## config.mk

```make
export PLATFORM = sky130hd
export DESIGN_NAME = wand_arb_tx
export DESIGN_NICKNAME = d
export VERILOG_FILES = /design/src/rtl/wand_pkg.sv /design/src/rtl/wand_bit_timer.sv /design/src/rtl/wand_arb_tx.sv
export SDC_FILE = /design/constraint.sdc
export NUM_CORES = 1
export LEC_CHECK = 0
export BUFFER_PORTS_ARGS = -buffer_cell sky130_fd_sc_hd__buf_2
export CAP_MARGIN = 40
export CORE_AREA = 2 2 58 60
export DETAILED_ROUTE_END_ITERATION = 6
export DIE_AREA = 0 0 60 62
export HOLD_SLACK_MARGIN = 0.03
export PLACE_DENSITY = 0.78
export REMOVE_ABC_BUFFERS = 1
export SETUP_SLACK_MARGIN = 0.4
export SYNTH_ARGS = -nofsm -noshare
export SYNTH_HDL_FRONTEND = slang
export SYNTH_SLANG_ARGS = --single-unit
```

## constraint.sdc

```tcl
create_clock -name clk -period 1.8 [get_ports clk]
set_input_delay 0.36 -clock clk [delete_from_list [all_inputs] [get_ports clk]]
set_output_delay 0.36 -clock clk [all_outputs]
set_load 0.03 [all_outputs]
```

## src/rtl/wand_pkg.sv

```systemverilog
// Shared types for the wired-AND arbitration transmitter.
// Latency: n/a (types and constants only). Backpressure: n/a.
// Holds the FSM state enum, bus level constants and a width helper.
package wand_pkg;

    typedef enum logic [2:0] {
        ST_IDLE,
        ST_SOF,
        ST_ARB,
        ST_DATA,
        ST_EOF,
        ST_WAIT
    } state_t;

    localparam logic DOMINANT  = 1'b0;
    localparam logic RECESSIVE = 1'b1;

    function automatic int max3(input int a, input int b, input int c);
        int m;
        m = (a > b) ? a : b;
        return (m > c) ? m : c;
    endfunction

endpackage

```

## src/rtl/wand_bit_timer.sv

```systemverilog
// Bit-period timer: counts 0..BIT_CYC-1 while run is high, clears when idle.
// Latency: sample/tick are combinational on the last cycle of each bit period.
// Backpressure: none; the count free-runs whenever run=1.
module wand_bit_timer #(
    parameter int BIT_CYC = 4
) (
    input  logic clk,
    input  logic rst_n,
    input  logic run,
    output logic tick,
    output logic sample
);
    import wand_pkg::*;

    localparam int CNT_W = (BIT_CYC > 1) ? $clog2(BIT_CYC) : 1;
    localparam logic [CNT_W-1:0] LAST = CNT_W'(BIT_CYC - 1);

    logic [CNT_W-1:0] cnt;

    always_ff @(posedge clk) begin
        if (!rst_n || !run) begin
            cnt <= '0;
        end else if (cnt == LAST) begin
            cnt <= '0;
        end else begin
            cnt <= cnt + 1'b1;
        end
    end

    // The wrap cycle is also the readback cycle, so both strobes coincide.
    assign sample = run && (cnt == LAST);
    assign tick   = run && (cnt == LAST);

endmodule

```

## src/rtl/wand_arb_tx.sv

```systemverilog
// Wired-AND bus transmitter: SOF, ID, DATA, EOF with bitwise arbitration; optional WAND_ARB_RETRY_EN.
// Latency: done pulses (1+ID_W+DATA_W+EOF_BITS)*BIT_CYC+1 cycles after the start acceptance cycle.
// Backpressure: start is only accepted in IDLE with the bus released; otherwise it is ignored, not latched.
module wand_arb_tx #(
    parameter int ID_W     = 8,
    parameter int DATA_W   = 8,
    parameter int BIT_CYC  = 4,
    parameter int EOF_BITS = 3
) (
    input  logic              clk,
    input  logic              rst_n,
    input  logic              start,
    input  logic [ID_W-1:0]   id,
    input  logic [DATA_W-1:0] data,
    input  logic              bus_in,
    output logic              bus_out,
    output logic              busy,
    output logic              done,
    output logic              arb_lost,
    output logic              bit_err
);
    import wand_pkg::*;

    localparam int IDX_W = $clog2(max3(ID_W, DATA_W, EOF_BITS) + 1);
    localparam logic [IDX_W-1:0] ID_LAST   = IDX_W'(ID_W - 1);
    localparam logic [IDX_W-1:0] DATA_LAST = IDX_W'(DATA_W - 1);
    localparam logic [IDX_W-1:0] EOF_LAST  = IDX_W'(EOF_BITS - 1);

    state_t            state, state_n;
    logic [ID_W-1:0]   id_sh;
    logic [DATA_W-1:0] data_sh;
    logic [IDX_W-1:0]  bit_idx;
    logic              busy_q, done_q, lost_q, err_q;
    logic              done_n, lost_n, err_n, accept;
    logic              drv_bit;
    logic              tick, sample;

`ifdef WAND_ARB_RETRY_EN
    logic [ID_W-1:0]   id_q;
    logic [DATA_W-1:0] data_q;
    logic [IDX_W-1:0]  idle_cnt;
    logic              period_ok;
    logic              clean_bit;

    // A bit period counts as idle only if the bus stayed released for all of it.
    assign clean_bit = period_ok && (bus_in == RECESSIVE);
`endif

    wand_bit_timer #(
        .BIT_CYC (BIT_CYC)
    ) u_timer (
        .clk    (clk),
        .rst_n  (rst_n),
        .run    (state != ST_IDLE),
        .tick   (tick),
        .sample (sample)
    );

    always_comb begin
        drv_bit = RECESSIVE;
        case (state)
            ST_SOF:  drv_bit = DOMINANT;
            ST_ARB:  drv_bit = id_sh[ID_W-1];
            ST_DATA: drv_bit = data_sh[DATA_W-1];
            default: drv_bit = RECESSIVE;
        endcase
    end

    always_comb begin
        state_n = state;
        done_n  = 1'b0;
        lost_n  = 1'b0;
        err_n   = 1'b0;
        accept  = 1'b0;
        case (state)
            ST_IDLE: begin
                if (start && (bus_in == RECESSIVE)) begin
                    accept  = 1'b1;
                    state_n = ST_SOF;
                end
            end
            ST_SOF: begin
                if (sample) begin
                    if (bus_in != DOMINANT) begin
                        err_n   = 1'b1;
                        state_n = ST_IDLE;
                    end else begin
                        state_n = ST_ARB;
                    end
                end
            end
            ST_ARB: begin
                if (sample) begin
                    if (bus_in != drv_bit) begin
                        // Recessive overridden means another agent won; the reverse cannot happen on a sound bus.
                        if (drv_bit == RECESSIVE) begin
                            lost_n = 1'b1;
`ifdef WAND_ARB_RETRY_EN
                            state_n = ST_WAIT;
`else
                            state_n = ST_IDLE;
`endif
                        end else begin
                            err_n   = 1'b1;
                            state_n = ST_IDLE;
                        end
                    end else if (bit_idx == ID_LAST) begin
                        state_n = ST_DATA;
                    end
                end
            end
            ST_DATA: begin
                if (sample) begin
                    if (bus_in != drv_bit) begin
                        err_n   = 1'b1;
                        state_n = ST_IDLE;
                    end else if (bit_idx == DATA_LAST) begin
                        state_n = ST_EOF;
                    end
                end
            end
            ST_EOF: begin
                if (tick && (bit_idx == EOF_LAST)) begin
                    done_n  = 1'b1;
                    state_n = ST_IDLE;
                end
            end
`ifdef WAND_ARB_RETRY_EN
            ST_WAIT: begin
                if (tick && clean_bit && (idle_cnt == EOF_LAST)) begin
                    state_n = ST_SOF;
                end
            end
`endif
            default: state_n = ST_IDLE;
        endcase
    end

    always_ff @(posedge clk) begin
        if (!rst_n) begin
            state   <= ST_IDLE;
            id_sh   <= '0;
            data_sh <= '0;
            bit_idx <= '0;
            busy_q  <= 1'b0;
            done_q  <= 1'b0;
            lost_q  <= 1'b0;
            err_q   <= 1'b0;
        end else begin
            state  <= state_n;
            busy_q <= (state_n != ST_IDLE);
            done_q <= done_n;
            lost_q <= lost_n;
            err_q  <= err_n;

            if (state_n != state) begin
                bit_idx <= '0;
            end else if (tick) begin
                bit_idx <= bit_idx + 1'b1;
            end

            if (accept) begin
                id_sh   <= id;
                data_sh <= data;
`ifdef WAND_ARB_RETRY_EN
            end else if ((state == ST_WAIT) && (state_n == ST_SOF)) begin
                id_sh   <= id_q;
                data_sh <= data_q;
`endif
            end else if (tick && (state == ST_ARB)) begin
                id_sh <= id_sh << 1;
            end else if (tick && (state == ST_DATA)) begin
                data_sh <= data_sh << 1;
            end
        end
    end

`ifdef WAND_ARB_RETRY_EN
    always_ff @(posedge clk) begin
        if (!rst_n) begin
            id_q      <= '0;
            data_q    <= '0;
            idle_cnt  <= '0;
            period_ok <= 1'b1;
        end else begin
            if (accept) begin
                id_q   <= id;
                data_q <= data;
            end
            if (state != ST_WAIT) begin
                idle_cnt  <= '0;
                period_ok <= 1'b1;
            end else if (tick) begin
                idle_cnt  <= clean_bit ? idle_cnt + 1'b1 : '0;
                period_ok <= 1'b1;
            end else begin
                period_ok <= clean_bit;
            end
        end
    end
`endif

    assign bus_out  = drv_bit;
    assign busy     = busy_q;
    assign done     = done_q;
    assign arb_lost = lost_q;
    assign bit_err  = err_q;

endmodule

```

Yosys cells after proc, flatten, opt, wreduce, memory -nomap -nowiden
Cells that the tools add are included.
{"block": "totals", "output_inout_bits": 5, "elab_cells": 69, "in_bits": 20, "reg_bits": 29}
{"block": "op_classes", "muxes": 29, "reduce_logical": 18, "bitwise_logic": 1, "n_eq_ne": 10, "addsub": 2}
{"cell": "two-way mux 8 bit", "n": 5}
{"cell": "two-way mux 3 bit", "n": 9}
{"cell": "one-hot mux 3 bit (5 select lines)", "n": 1}
{"cell": "two-way mux 1 bit", "n": 11}
{"cell": "equality test 3 x 2 -> 1 bit, second input constant", "n": 2}
{"cell": "one-hot mux 1 bit (3 select lines)", "n": 2}
{"cell": "nonzero test 3 bit", "n": 2}
{"cell": "logical AND 1 bit", "n": 5}
{"cell": "adder 4 x 1 -> 4 bit, second input constant", "n": 1}
{"cell": "equality test 4 x 2 -> 1 bit, second input constant", "n": 1}
{"cell": "equality test 4 x 3 -> 1 bit, second input constant", "n": 1}
{"cell": "AND reduction 2 bit", "n": 2}
{"cell": "AND reduction 4 bit", "n": 1}
{"cell": "nonzero test 2 bit", "n": 2}
{"cell": "OR reduction 2 bit", "n": 2}
{"cell": "equality test 3 x 1 -> 1 bit, second input constant", "n": 1}
{"cell": "equality test 3 bit, second input constant", "n": 1}
{"cell": "zero test 3 bit", "n": 1}
{"cell": "inequality test 3 bit", "n": 1}
{"cell": "adder 2 x 1 -> 2 bit, second input constant", "n": 1}
{"cell": "equality test 2 bit, second input constant", "n": 1}
{"cell": "zero test 1 bit", "n": 2}
{"cell": "two-way mux 2 bit", "n": 1}
{"cell": "inequality test 2 bit, second input constant", "n": 1}
{"cell": "other kinds (3)", "n": 3}

Longest topological paths before layout
{"block": "logic_depth", "ltp_word": 8, "ltp_mapped": 9, "mapped_depth_nobuf": 8}

Cells and area by module
Synthesis repeated with hierarchy kept, for this count alone.
{"block": "unflattened", "hier_cells": 165, "hier_area_um2": 1550.2}
{"mod": "wand_arb_tx", "n_inst": 1, "cells_per_inst": 158, "area_per_inst_um2": 1458.9, "seq_area_each_um2": 540.5}
{"mod": "wand_bit_timer", "n_inst": 1, "cells_per_inst": 7, "area_per_inst_um2": 91.3, "seq_area_each_um2": 40.0}

Worst setup path after synthesis
OpenSTA, ideal clock, no wires.
{"block": "synth_path", "path_type": "flip-flop to flip-flop", "startpoint": "register state[0]", "endpoint": "register bit_idx[0]", "setup_time_ns": 0.078, "setup_slack_ns": -0.069, "path_stages_with_launch": 10, "t_arrival_ns": 1.791, "synth_period_minus_slack_ns": 1.869, "required_time_ns": 1.722, "path_buffers": 2, "path_cell_list": "dfxtp_1 > buf_2 > buf_4 > a22oi_1 > nor2_1 > ha_1 > and3_1 > a31oi_1 > o2111ai_2 > nor3_1"}
{"block": "synth_via", "elab_chain_cells": 8, "elab_cells_between_ends": 22, "classes_between": "6 x eq/ne; 11 x mux; 5 x reduce/logical"}
{"item": "from (decl)", "line_no": "wand_arb_tx.sv:29", "source": "state_t state, state_n;"}
{"item": "from (signal assigned)", "line_no": "wand_arb_tx.sv:150", "source": "state <= state_n;"}
{"item": "equality test 3 x 2 -> 1 bit or equality test 3 x 1 -> 1 bit (tied branches)", "line_no": "wand_arb_tx.sv:61, wand_arb_tx.sv:75"}
{"item": "one-hot mux 1 bit (3 select lines)", "line_no": "wand_arb_tx.sv:61", "source": "case (state)"}
{"item": "inequality test 1 bit", "line_no": "wand_arb_tx.sv:94, wand_arb_tx.sv:114"}
{"item": "two-way mux 3 bit (on tied branches)", "line_no": "wand_arb_tx.sv:114, wand_arb_tx.sv:94"}
{"item": "two-way mux 3 bit (on tied branches)", "line_no": "wand_arb_tx.sv:113, wand_arb_tx.sv:93"}
{"item": "one-hot mux 3 bit (5 select lines)", "line_no": "wand_arb_tx.sv:75", "source": "case (state)"}
{"item": "inequality test 3 bit", "line_no": "wand_arb_tx.sv:156", "source": "if (state_n != state) begin"}
{"item": "OR reduction 2 bit (no source line)"}
{"item": "to (signal assigned)", "line_no": "wand_arb_tx.sv:159", "source": "bit_idx <= bit_idx + 1'b1;"}
{"item": "to (decl)", "line_no": "wand_arb_tx.sv:32", "source": "logic [IDX_W-1:0] bit_idx;"}
Parallel ways exist; a longest one is shown, timed or not.
A chain may end at the register's enable or synchronous reset.

Worst setup path after layout
{"block": "layout_path", "startpoint": "register state[1]", "endpoint": "register bit_idx[0]"}
Same word-level chain as after synthesis.

==> metrics.md <==
| Metric | Value |
|---|---|
| Status | completed |
| Critical path start-end classification | reg2reg |
| Req. time, crit path | slightly above 2000 ps |
| Crit Path Max Fanout | 5 |
| Clk_lat worst skew | 330 ps |
| Core area | 3180 um2 |
| Vias | 1452 |
| Mapped Cells | between 150 and 200 |
| Setup WS pre-CTS | -86.4 ps |
| Fin Setup TNS | 0 ps |
| Placed cell areas | 1680 um2 |
| Die width | about 60 um |
| Finished Cell Area | about 2300 um2 |
| Final Critical Period | between 1500 and 2000 ps |
| F_max | between 500 and 600 MHz |
| Vias in the first global route | between 1000 and 1500 |
| CTS Hold Bufs | 0 |
| Fin crit share | between 90% and 100% |
| R2R Setup Slk | 30 ps |
| Num rows | 21 |
| Post-Place Cells | 224 |
| Distinct cells, synth | 45 |
| Dpl hpwl | about 2200 um |
| IO Pins | 25 |
| Placer Congestion | approximately 0.88 |
| Warnings from Yosys | 0 |
| Sequential fraction of the synthesis area | about two fifths |
| Top FF cell, synth | dfxtp_1 |
| Worst-path clk slew | about 100 ps |
| # clock sinks | 29 |
| Port Buffer Count | 24 |
| Most frequent cells in the layout | dfxtp_1, buf_2, nand2_1 |
| Startpoint types | register |
| Hold WS | 262 ps |
| Cts bufs inserted | 5 |
| Initial Utilization | ~48% |
| Post-synth ARST share | 0% |
| Power density of the placed cells | 671 nW/um2 |
| DRT iter0 DRCs | 42 |
| ANT cells | 0 |
| DR DRC count | 0 |
| GRT overflow | 0 |
| Worst setup margin | about 31 ps |
| Max-cap violations | 0 |
| Setup violators final | 0 |
| First-pass GRT wire length | 6400 um |
| Critical Path AT | around 2000 ps |
| Hold WC Path Type | in2reg |
| Die Ht | between 60 and 70 um |
| Routed len/inst | between 15 and 20 um |
| CTS Buffer Depth | 2 |
| Full die area | roughly 3700 um2 |
| Commonest non-fill, non-tap cell in the layout | dfxtp_1 |
| Fin nets | 232 |
| Antenna-violating nets left | 0 |
| Max-slew violations | 0 |
| P&R area growth vs syn | 49.3% |
| Routed WL | about 4400 um |
| Root buf cell | clkbuf_4 |
| Worst slew margin | between 70% and 80% |
| Leakage | 1.05 nW |
| CTS tree | yes |
| Peak supply drop | between 500 and 600 uV |
| Layout cells sized above 1 | 48.3% |
| Antenna violations before repair | 0 |
| Pin count of the biggest net entering global routing | 23 |
| Final Skew | approximately 14 ps |
| Mean post-synth cell area | approximately 9.6 um2 |
| Worst-margin pin slew | between 400 and 500 ps |
| Post-Synthesis Cell Area | 1510 um2 |
| Crit. End Element | register |
| Drt first pass iters | 4 |
| # fillers | roughly 220 |
| Unrepaired setup endpoints after global routing | true |
| GRT Util Overall | roughly a quarter |
| CTS H-tree depth | 2 |
| Final hold viol count | 0 |
| Post-Layout Cell Count | between 200 and 300 |
| FF+latch count, synth | 29 |
| Via density | about 5.7 |
| EDFF count, synth | 0 |
==> final timing paths <==
kind	start	to	cells past startpoint
setup / recovery	state[1]	bit_idx[0]	8
hold / removal	data[5]	data_sh[5]	2
setup reg to reg	state[1]	bit_idx[0]	8
hold reg to reg	u_timer.cnt[0]	u_timer.cnt[0]	1
==> cell families (layout without fill, tap and decap cells) <==
group                      after synthesis  in the layout  share of synthesized area [%]
AOI/OAI and AO/OA                       35             35                           19.5
xor gates and xnor gates                 3              3                           1.74
adders and majority gates                4              4                           3.31
buffers and inverters                   17             68                           6.21
DFF                                     29             29                           38.4
muxes                                   16             16                           10.6
and+or+nand+nor                         54             54                           20.2
==> repair_timing <==
| action | in CTS | in global routing |
|---|---|---|
| endpoints found under the setup margin | 28 | 28 |
| gates resized for setup | 47 | 22 |
| buffers inserted | 17 | 2 |
| cloned | 4 | 0 |
| pin swaps | 23 | 5 |
==> cell usage after synthesis, types with 2 or more instances <==
cell | count | area (um2)
nor3_1 | 5 | 25.0
buf_4 | 4 | 30.0
nor2_1 | 7 | 26.3
a31oi_1 | 2 | 12.5
dfxtp_1 | 29 | 581
a21oi_1 | 5 | 25.0
buf_2 | 6 | 30.0
nor2b_1 | 3 | 18.8
inv_1 | 3 | 11.3
and3_1 | 3 | 18.8
o211a_1 | 14 | 140
o21ai_0 | 3 | 15.0
nor4bb_1 | 3 | 30.0
xnor2_1 | 2 | 17.5
and3b_1 | 2 | 17.5
mux2i_1 | 16 | 160
clkbuf_1 | 2 | 7.51
nand2_1 | 19 | 71.3
ha_1 | 4 | 50.1
==> per-layer routing <==
metal,up-vias,global-route usage [%],wire length (um)
met1,718,25.4,1690
met3,10,6.83,202
li1,673,-,-
met5,-,0,0
met2,51,44.6,2480
met4,0,10.2,69
==> registers in the layout, indices dropped and copies added, names as in the netlist <==
| name | flops |
|---|---|
| done | 1 |
| bit_err | 1 |
| id_sh | 8 |
| arb_lost | 1 |
| state | 3 |
| busy | 1 |
| u_timer.cnt | 2 |
| bit_idx | 4 |
| data_sh | 8 |
==> critical path, stage by stage, from the launching register on <==
cell	delay, ps
dfxtp_4	370
nand2_2	50
a22oi_2	170
nor2_2	90
ha_4	300
nand2_1	70
o21ba_4	230
o22a_4	210
nor3_1	190
==> power breakdown <==
group / switching (mW) / internal (mW) / leakage (nW) / total [mW]
clock network: 0.237 / 0.330 / 0.0445 / 0.567
registers: 0.0195 / 0.670 / 0.239 / 0.690
logic: 0.119 / 0.139 / 0.769 / 0.258
==> per-stage QoR <==
step | power, mW | utilization [%]
3_5_place_dp | 0.857 | 52.8
4_1_cts | 1.50 | 67.9
2_1_floorplan | 0.792 | -
3_3_place_gp | 0.846 | 52.8
6_report | 1.51 | 71.0
5_1_grt | 1.57 | 71.0
==> final cells by class <==
type | count | area (um2) | area share (%)
Clock buffer | 6 | 51.3 | 2.27
Sequential cell | 29 | 589 | 26.1
Timing Repair Buffer | 56 | 497 | 22.0
Multi-Input combinational cell | 112 | 1010 | 44.7
Tap cell | 46 | 57.6 | 2.55
Inverter | 4 | 15.0 | 0.665
Clock inverter | 2 | 37.5 | 1.66
Power figures use the tool's default switching activity.
